<file path="config.mk">
export PLATFORM = sky130hd
export DESIGN_NAME = root_fanin_collector
export DESIGN_NICKNAME = d
export VERILOG_FILES = /design/src/rtl/root_fanin_collector.sv
export SDC_FILE = /design/constraint.sdc
export NUM_CORES = 1
export LEC_CHECK = 0
export BUFFER_PORTS_ARGS = -buffer_cell sky130_fd_sc_hd__buf_2
export CORE_MARGIN = 3
export CORE_UTILIZATION = 53
export CTS_BUF_LIST = sky130_fd_sc_hd__clkbuf_16
export DETAILED_ROUTE_END_ITERATION = 10
export PLACE_DENSITY = 0.84
export SETUP_SLACK_MARGIN = 0.3
export SLEW_MARGIN = 20
export SYNTH_ARGS = -nofsm -noshare
export SYNTH_HDL_FRONTEND = slang
export SYNTH_SLANG_ARGS = --single-unit
</file>
<file path="constraint.sdc">
create_clock -name clk -period 6.75 [get_ports clk]
set_input_delay 1.35 -clock clk [delete_from_list [all_inputs] [get_ports clk]]
set_output_delay 1.35 -clock clk [all_outputs]
set_load 0.01 [all_outputs]
</file>
<file path="src/rtl/root_fanin_collector.sv">
// Five-input round-robin fan-in into a single-entry output register.
// Counts accepted beats in a saturating counter.
module root_fanin_collector #(
    parameter int DATA_W = 8,
    parameter int CNT_W  = 16
) (
    input  logic                clk,
    input  logic                rst,
    input  logic [4:0]          in_valid,
    input  logic [5*DATA_W-1:0] in_data,
    output logic [4:0]          in_ready,
    output logic                out_valid,
    output logic [DATA_W-1:0]   out_data,
    output logic [2:0]          out_src,
    input  logic                out_ready,
    output logic [CNT_W-1:0]    beat_count
);

    // Handshake: a beat moves on a rising edge exactly when valid && ready are both 1;
    // valid never waits on ready, and a held out_valid beat keeps out_data/out_src stable.

    logic [2:0]        ptr;
    logic              take;
    logic              any_valid;
    logic              grant;
    logic [2:0]        win;
    logic [3:0]        sum;
    logic [3:0]        idx;
    logic [DATA_W-1:0] win_data;

    assign take  = !out_valid || out_ready;
    assign grant = take && any_valid && !rst;

    // Search ptr, ptr+1, ... modulo 5; the first valid channel wins.
    always_comb begin
        any_valid = 1'b0;
        win       = 3'd0;
        sum       = 4'd0;
        idx       = 4'd0;
        for (int k = 0; k < 5; k++) begin
            sum = {1'b0, ptr} + 4'(k);
            idx = (sum >= 4'd5) ? (sum - 4'd5) : sum;
            if (!any_valid && in_valid[idx]) begin
                any_valid = 1'b1;
                win       = idx[2:0];
            end
        end
    end

    // Payload mux uses constant slices so in_data never steers the grant.
    always_comb begin
        win_data = '0;
        for (int i = 0; i < 5; i++) begin
            if (win == 3'(i)) begin
                win_data = in_data[i*DATA_W +: DATA_W];
            end
        end
    end

    assign in_ready = grant ? (5'b00001 << win) : 5'b00000;

    always_ff @(posedge clk) begin
        if (rst) begin
            out_valid  <= 1'b0;
            out_data   <= '0;
            out_src    <= 3'd0;
            ptr        <= 3'd0;
            beat_count <= '0;
        end else begin
            if (grant) begin
                out_valid <= 1'b1;
                out_data  <= win_data;
                out_src   <= win;
                ptr       <= (win == 3'd4) ? 3'd0 : (win + 3'd1);
                if (beat_count != {CNT_W{1'b1}}) begin
                    beat_count <= beat_count + 1'b1;
                end
            end else if (out_valid && out_ready) begin
                out_valid <= 1'b0;
            end
        end
    end

endmodule
</file>
Yosys cells after proc, flatten, opt, wreduce, memory -nomap -nowiden:

Index checks and enable logic that the tools add are counted.

* flip-flop bits (word level): 31
* latch bits: 0
* bits in writable memories: 0
* bits in read-only memories: 0
* output and inout port bits: 33
* logic and storage cells: 83
* memories: 0

* add/sub/neg operators: 11
* multipliers: 0
* div/mod/pow operators: 0
* $lt $le $gt $ge: 10
* equal/unequal tests: 5
* shift operators: 1
* mux-type cells: 34
* bitwise operators: 0
* reductions and logical operators: 17

Operator list (number)
* 8-bit 2-to-1 mux: 5
* 4-bit less-than comparator, second input constant: 5
* 4-bit 2-to-1 mux: 5
* 3-bit 2-to-1 mux: 6
* 16-bit by 1-bit adder with 16-bit output, second input constant: 1
* 4-bit by 3-bit >= comparator with 1-bit output, second input constant: 4
* 16-bit != test, second input constant: 1
* 4-bit by 3-bit subtractor with 4-bit output, second input constant: 4
* 1-bit binary-select mux with 3-bit select: 5
* 1-bit 2-to-1 mux: 12
* 3-bit by 2-bit adder with 4-bit output, second input constant: 2
* 1-bit logical AND: 7
* 3-bit by 2-bit == test with 1-bit output, second input constant: 2
* 1-bit logical NOT: 6
* 5-bit 2-to-1 mux: 1
* 1-bit by 3-bit << shifter with 5-bit output, first input constant: 1
* 3-bit by 1-bit adder with 4-bit output, second input constant: 1
* 3-bit by 3-bit adder with 4-bit output, second input constant: 1
* 3-bit by 3-bit subtractor with 4-bit output, second input constant: 1
* 3-bit by 1-bit adder with 3-bit output, second input constant: 1
* 3-bit by 1-bit == test with 1-bit output, second input constant: 1
* 3-bit == test, second input constant: 1
* 3-bit >= comparator, second input constant: 1
* 3-bit logical NOT: 1
* other kinds (3): 3

Depth between registers and ports, before layout:

Gate-level depths: netlist of run 1.

* word-level depth: 23
* depth in mapped cells: 24
* depth with buffers taken out: 20

Worst setup path before layout of run 1:

Ideal clock, no wire load.

* path kind: in2out
* start: in in_valid[3]
* end: out in_ready[3]
* arrival time: 4115 ps
* required time: 5400 ps
* path slack: 1285 ps
* stages on the path: 13
* path through: clkbuf_1 o31ai_1 a2bb2oi_1 nor2_1 a2111oi_0 nor2_1 a311o_1 inv_1 ha_1 ha_1 clkbuf_1 clkbuf_1 and2_1

* elaborated cells between the ends (all ways): 32
* those cells by class: 1 x shift; 21 x mux; 10 x reduce/logical

RTL lines
* start: declaration: RTL line 9 `input logic [4:0] in_valid,`
* 1-bit binary-select mux with 3-bit select: RTL line 43 `if (!any_valid && in_valid[idx]) begin`
* 1-bit 2-to-1 mux (not written as such): RTL line 43
* 1-bit 2-to-1 mux: RTL line 43
* 1-bit logical NOT: RTL line 43
* 1-bit logical AND: RTL line 43
* 1-bit 2-to-1 mux: RTL line 43
* 1-bit logical NOT: RTL line 43
* 1-bit logical AND: RTL line 43
* [2 not listed]
* 1-bit logical AND: RTL line 43
* 1-bit 2-to-1 mux: RTL line 43
* 1-bit logical NOT: RTL line 43
* 1-bit logical AND: RTL line 43
* 3-bit 2-to-1 mux (*): RTL line 43
* net win[0]: RTL line 26 `logic [2:0] win;`
* 1-bit by 3-bit << shifter with 5-bit output (*): RTL line 60 `assign in_ready = grant ? (5'b00001 << win) : 5'b00000;`
* 5-bit 2-to-1 mux (*): RTL line 60
* end: declaration: RTL line 11 `output logic [4:0] in_ready,`

Mark *: on every way through the listed nets, which the timed path passes. The rest lies on a longest branch. The select of a mux whose other input is x is not followed.

Final worst setup path of run 1:

* start: reg ptr[0]
* end: out in_ready[4]

* longest elaborated chain between the ends: 20
* elaborated cells between the ends (all ways): 51
* those cells by class: 9 x add/sub; 5 x order compare; 1 x shift; 26 x mux; 10 x reduce/logical

RTL lines
* start: declaration: RTL line 22 `logic [2:0] ptr;`
* start signal: assignment: RTL line 74 `ptr <= (win == 3'd4) ? 3'd0 : (win + 3'd1);`
* parallel branches: the longest is 19 deep, another holds 3-bit by 1-bit adder with 4-bit output
* 5-bit 2-to-1 mux (*): RTL line 60

Mark *: on every way between the ends. The select of a mux whose other input is x is not followed.

==> metrics, run 1 <==
Final Setup Violations=0; PwrDens=592 nW/um^2; Yosys cell types=66; num rows=25; chip height=~79 um; endpoint kind of the worst setup timing path=output pin; critical path's most frequent cell=inv_1; # DRC=0; Post-Syn Area=approximately 2800 sq um; CP max stage delay=approximately 0.52 ns; status=completed; vias in the first global route=3019; Critical-path top delay cell=or3_1; postcts setup bufs=0; vias=3262; max cap viols=0; Synthesized Nets=440; register area=622 sq um; First DRT Iteration DRCs=around 500; I/O Pins=between 80 and 90; Arr. time, crit path=4.73 ns; TritonCTS clock tree=yes; Fill cells=440; total chip power=0.00200 W; setup TNS=0 ns; Port Buffers=80; actual slew at the worst max-slew pin=0.964 ns; worst slew margin relative to its limit=35.7%; CTS buffer count=5; Ys Warns=0; CTS Hold Bufs=0; Via density=6.38; worst vdd ir=about 0.56 mV; nets@finish=506; Antenna Violating Nets Remaining=0; Layout area overhead=19.5%; DR WL/cell=16.9 um; critical path type=flip-flop to output pin; TritonCTS Sinks=31; die area=6250 sq um; core footprint=roughly 4900 sq um; async set-or-reset flop fraction in the synthesized netlist=0%; clock-pin slew on the worst setup and hold paths=0.05 ns; Max Freq=0.165 GHz; RSZ-0062 raised after global routing=no; Initial Utilization=57.2%; total track usage=27.4%; post-synth top area cell=dfxtp_1; first-pass GRT wire length=14000 um; clock latency at the later pin of the worst-skew pair=0.28 ns; fraction of final layout cells sized beyond drive strength 1=23.2%; mean post-synth cell area=7.50 sq um; Period minus WS final=6.08 ns; Yosys reg bits=31; crit path launch type=flip-flop; top-count cell post-synth=a21oi_1; max-slew violations=0; number of synthesized flops with an enable pin=0; Primary FF master, synth=dfxtp_1; top-area cell type share of the netlist area=21.9%; DIE WIDTH=79.1 um; crit share post-route=90.1%; sequential area share after synthesis=21.9%; commonest cells in the netlist=a21oi_1, nor2_1, dfxtp_1; worst-path fanout max=12; leakage power=approximately 1.5 nW; Worst Hold Class=flip-flop to flip-flop; CTS H-tree depth=2; CTS max path bufs=2; worst-path cell chain=inv_1, ha_1, inv_1, fa_1, a21oi_1, nor3_1, o211a_1, a21oi_1, o221ai_1, o221ai_1, nor2b_1, ha_1, inv_1, or3_1, inv_1, buf_2; remaining global-route overflow=0; Final Hold Fails=0; dpl hpwl=6080 um; Detailed Routing Iterations Pass 1=5; root buf cell=clkbuf_16; pin count of the biggest net entering global routing=slightly above 40; CP required=roughly 5.4 ns; initial antenna violation count=0; Final Wtd Congestion=0.939; Post-Route Skew=approximately 0.0052 ns; Mapped Cells=377; multi-input logic area=1990 sq um; Synth area leaders=dfxtp_1, a21oi_1, ha_1, nor2_1, o221ai_1; antenna diode count=0; Routed WL=just under 9000 um
==> cells by family after synthesis <==
logic type,count (synthesis),synth area share [%]
XOR/XNOR,2,0.619
AO/OA/AOI/OAI,130,33.0
AND/OR/NAND/NOR,144,27.4
buffers and inverters,48,7.65
multiplexers,7,2.57
flip-flops,31,21.9
adder cells (fa/ha/maj),15,6.90
==> path summary, 6_finish.rpt <==
path              cells past startpoint        start  slack, ns     endpoint
setup / recovery                     16       ptr[0]       0.67  in_ready[4]
setup reg to reg                     16       ptr[1]       1.80  out_data[0]
hold reg to reg                       2  out_data[2]       0.50  out_data[2]
hold / removal                        2  out_data[2]       0.50  out_data[2]
==> flip-flops by register name, indices dropped and copies added, names as in the netlist <==
register / count
beat_count: 16
out_data: 8
out_valid: 1
ptr: 3
out_src: 3
==> power breakdown <==
part / total, W / internal, W / switching (W)
Clock: 0.000250 / 0.000172 / 0.0000786
Combinational: 0.00149 / 0.000552 / 0.000941
Sequential: 0.000256 / 0.000224 / 0.0000326
Total: 0.00200 / 0.000948 / 0.00105
==> metal layers <==
| metal | part of all wire [%] | GRT usage, % |
|---|---|---|
| met1 | 43 | 35.2 |
| met3 | 8.9 | 6.24 |
| met2 | 46 | 45.5 |
| met5 | 0 | 0 |
| met4 | 1.8 | 8.76 |
==> cells in the final DEF (no fill, tap or decap), drive strengths merged, types with 8 or more instances in the layout <==
master / Yosys / layout
buf: 13 / 84
a21oi: 38 / 38
nor2: 35 / 35
dfxtp: 31 / 31
nand2: 22 / 22
inv: 22 / 22
nand3: 17 / 17
ha: 14 / 14
o21ai: 13 / 13
o221ai: 12 / 12
nor2b: 11 / 11
o31ai: 11 / 11
nor3: 10 / 10
a22oi: 9 / 9
and3: 8 / 8
or4: 8 / 8
==> area by class of cell <==
cell class | instances | area share [%]
Tap cell | 67 | 2.48
Clock inverter | 3 | 1.15
Multi-Input combinational cell | 298 | 59.0
Sequential cell | 31 | 18.4
Inverter | 23 | 2.55
Timing Repair Buffer | 84 | 12.7
Clock buffer | 5 | 3.70
==> worst max-delay path: cells and delay by family, from the launching register on <==
family          cells  cell delay [ns]
compound gates      5             1.74
fa+ha+maj           3             0.85
buf+inv             5             0.68
flops               1             0.30
simple gates        3             0.87
==> metrics by stage <==
stage	util (%)	setup slack, ns	hold WS, ns	cells	area (sq um)
after floorplan	-	1.29	0.497	377	2830
after global routing	68.4	0.356	0.522	511	3380
final	68.4	0.671	0.501	511	3380
after global placement	65.0	0.970	0.473	503	3210
after CTS	68.3	0.447	0.494	511	3380
after detailed placement	65.0	0.777	0.477	503	3210
==> what timing repair did <==
action,CTS,global route
setup endpoints to repair,0,4
gates resized for setup,0,2
hold endpoints to repair,0,0
Note: power is estimated with default switching activity, not from simulation.
==> run 2, diff against run 1 <==
--- a/config.mk
+++ b/config.mk
@@ -5,12 +5,12 @@
 export SDC_FILE = /design/constraint.sdc
 export NUM_CORES = 1
 export LEC_CHECK = 0
-export BUFFER_PORTS_ARGS = -buffer_cell sky130_fd_sc_hd__buf_2
 export CORE_MARGIN = 3
-export CORE_UTILIZATION = 53
+export CORE_UTILIZATION = 55
 export CTS_BUF_LIST = sky130_fd_sc_hd__clkbuf_16
 export DETAILED_ROUTE_END_ITERATION = 10
-export PLACE_DENSITY = 0.84
+export DONT_BUFFER_PORTS = 1
+export PLACE_DENSITY = 0.73
 export SETUP_SLACK_MARGIN = 0.3
 export SLEW_MARGIN = 20
 export SYNTH_ARGS = -nofsm -noshare
==> run 2 against run 1 <==
Against the previous run: clock power decreased by 16%; critical path type unchanged; die area decreased by 3.4%; global-route usage decreased by 1.0 points; flip-flop and latch count unchanged; first-iteration DRC count decreased by 44%; final area decreased by 13%.
==> metrics, run 2 (synthesis gave the netlist of run 1 again) <==
status=completed; register area=621 sq um (-0.20%); nets@finish=426 (-16%); met3 Usage GRT=6.84% (+0.61 points); CTS Hold Bufs=0 (unchanged); PwrDens=633 nW/um^2 (+6.9%); die area=6040 sq um (-3.4%); vias=2894 (-11%); worst-path fanout max=16 (+4); total track usage=26.4% (-1.0 points); pin count of the biggest net entering global routing=41 (unchanged); largest registers in the final layout=beat_count (16), out_data (8); Via density=6.71 (+5.2%); antenna diode count=0 (unchanged); TritonCTS Sinks=31 (unchanged); max-slew violations=0 (unchanged); RSZ-0062 raised after global routing=no; Final Hold Fails=0 (unchanged); Worst Hold Class=flip-flop to flip-flop; clock-pin slew on the worst setup and hold paths=0.05 ns (about the same); initial antenna violation count=0 (unchanged); setup TNS=0 ns (unchanged); Port Buffers=0 (-100%); Final Setup Violations=0 (unchanged); Max Freq=0.164 GHz (-0.50%); Detailed Routing Iterations Pass 1=5 (unchanged); Global Route met1 Usage=34.4% (-0.77 points); vias in the first global route=2708 (-10%); Layout area overhead=4.33%; multi-input logic area=1990 sq um (unchanged); DR WL/cell=18.6 um (+9.6%); endpoint kind of the worst setup timing path=output pin; CP required=5.40 ns (about the same); clock latency at the later pin of the worst-skew pair=0.27 ns (about the same); max cap viols=0 (unchanged); Final Wtd Congestion=0.967 (+2.9%); crit path launch type=flip-flop; Fill cells=473 (+7.5%); First DRT Iteration DRCs=273 (-44%); num rows=25 (unchanged); Arr. time, crit path=4.76 ns (+0.03 ns); # DRC=0 (unchanged); CTS H-tree depth=2 (unchanged); CTS buffer count=5 (unchanged); max FFs per register=16 (unchanged); chip height=77.7 um (-1.7%); most flop-heavy register=beat_count; fraction of final layout cells sized beyond drive strength 1=5.49% (-18 points); leakage power=1.16 nW (-24%); critical path type=flip-flop to output pin; leading cell types in the layout, fill and taps excluded=a21oi_1, nor2_1, dfxtp_1, inv_1, nand2_1; remaining global-route overflow=0 (unchanged); dpl hpwl=5670 um (-6.8%); worst hold slack=0.541 ns (+0.0400 ns); first-pass GRT wire length=13100 um (-6.0%); Post-Route Skew=0.00227 ns (-0.00289 ns); Routed WL=8000 um (-7.6%); root buf cell=clkbuf_16; DIE WIDTH=77.7 um (-1.7%); grt met2 use=42.5% (-3.0 points); TritonCTS clock tree=yes; Most Crowded Layer GR=met2; worst slew margin relative to its limit=33.8% (-1.8 points); actual slew at the worst max-slew pin=0.992 ns (+0.0274 ns); Antenna Violating Nets Remaining=0 (unchanged); Period minus WS final=6.11 ns (+0.0307 ns); CTS max path bufs=2 (unchanged); core footprint=4850 sq um (-1.9%); I/O Pins=81 (unchanged); crit share post-route=90.5% (+0.46 points); commonest non-fill, non-tap cell in the layout=a21oi_1; Initial Utilization=58.3% (+1.1 points); worst vdd ir=0.471 mV (-17%)
==> run 2: changes by cell type in the layout (fill, tap and decap cells not counted), sizes merged <==
cell    delta
buf       -80
bufinv     -1
inv        +1
==> run 2: power breakdown <==
| part | switching (W) | total [W] | internal, W |
|---|---|---|---|
| combinational | 0.000871 | 0.00138 | 0.000513 |
| sequential | 0.0000499 | 0.000273 | 0.000223 |
| clock | 0.0000775 | 0.000210 | 0.000132 |
==> run 2: layout make-up <==
type | instances | share of cell area (%)
Sequential cell | 31 | 21.0
Multi-Input combinational cell | 298 | 67.6
Tap cell | 67 | 2.84
Clock inverter | 3 | 0.382
Inverter | 23 | 2.92
Clock buffer | 5 | 4.24
Timing Repair Buffer | 4 | 1.02
==> run 2: final timing paths <==
| kind | start | to | slack (ns) | depth (start not counted) |
|---|---|---|---|---|
| worst max register to register | ptr[1] | out_data[2] | 1.56 | 16 |
| worst min register to register | beat_count[11] | beat_count[11] | 0.54 | 2 |
| worst min-delay path | beat_count[11] | beat_count[11] | 0.54 | 2 |
| worst max-delay path | ptr[1] | in_ready[4] | 0.64 | 14 |
==> run 2: worst max-delay path, stage by stage (launching register included) <==
cell and delay, ns:
dfxtp_1 0.70, ha_1 0.26, inv_1 0.05, fa_1 0.41, a21oi_1 0.48, nor3_1 0.09
o211a_1 0.25, a21oi_1 0.46, o221ai_1 0.22, o221ai_1 0.34, nor2b_1 0.23, ha_1 0.21
inv_1 0.08, or3_1 0.53, inv_1 0.16
==> run 2: stage by stage <==
stage | power, W | instance area (sq um) | instances | utilization, % | setup WS, ns
after CTS | 0.00185 | 2950 | 431 | 60.8 | 0.576
after floorplan | 0.00139 | 2830 | 377 | - | 1.29
final | 0.00187 | 2950 | 431 | 60.9 | 0.640
after detailed placement | 0.00163 | 2810 | 423 | 58.0 | 0.963
after global routing | 0.00205 | 2950 | 431 | 60.9 | 0.347
after global placement | 0.00160 | 2810 | 423 | 58.0 | 1.04
==> run 2: per-layer routing <==
layer  up-vias  share of wire (%)
li1       1397                  -
met1      1324                 42
met2       162                 47
met3        11                 10
met4         0                1.3
met5         -                  0
==> run 2: what timing repair did <==
| action | 4_1_cts | 5_1_grt |
|---|---|---|
| setup endpoints to repair | 0 | 3 |
| hold endpoints to repair | 0 | 0 |
| resized for setup | 0 | 1 |
| buffers inserted | 0 | 0 |
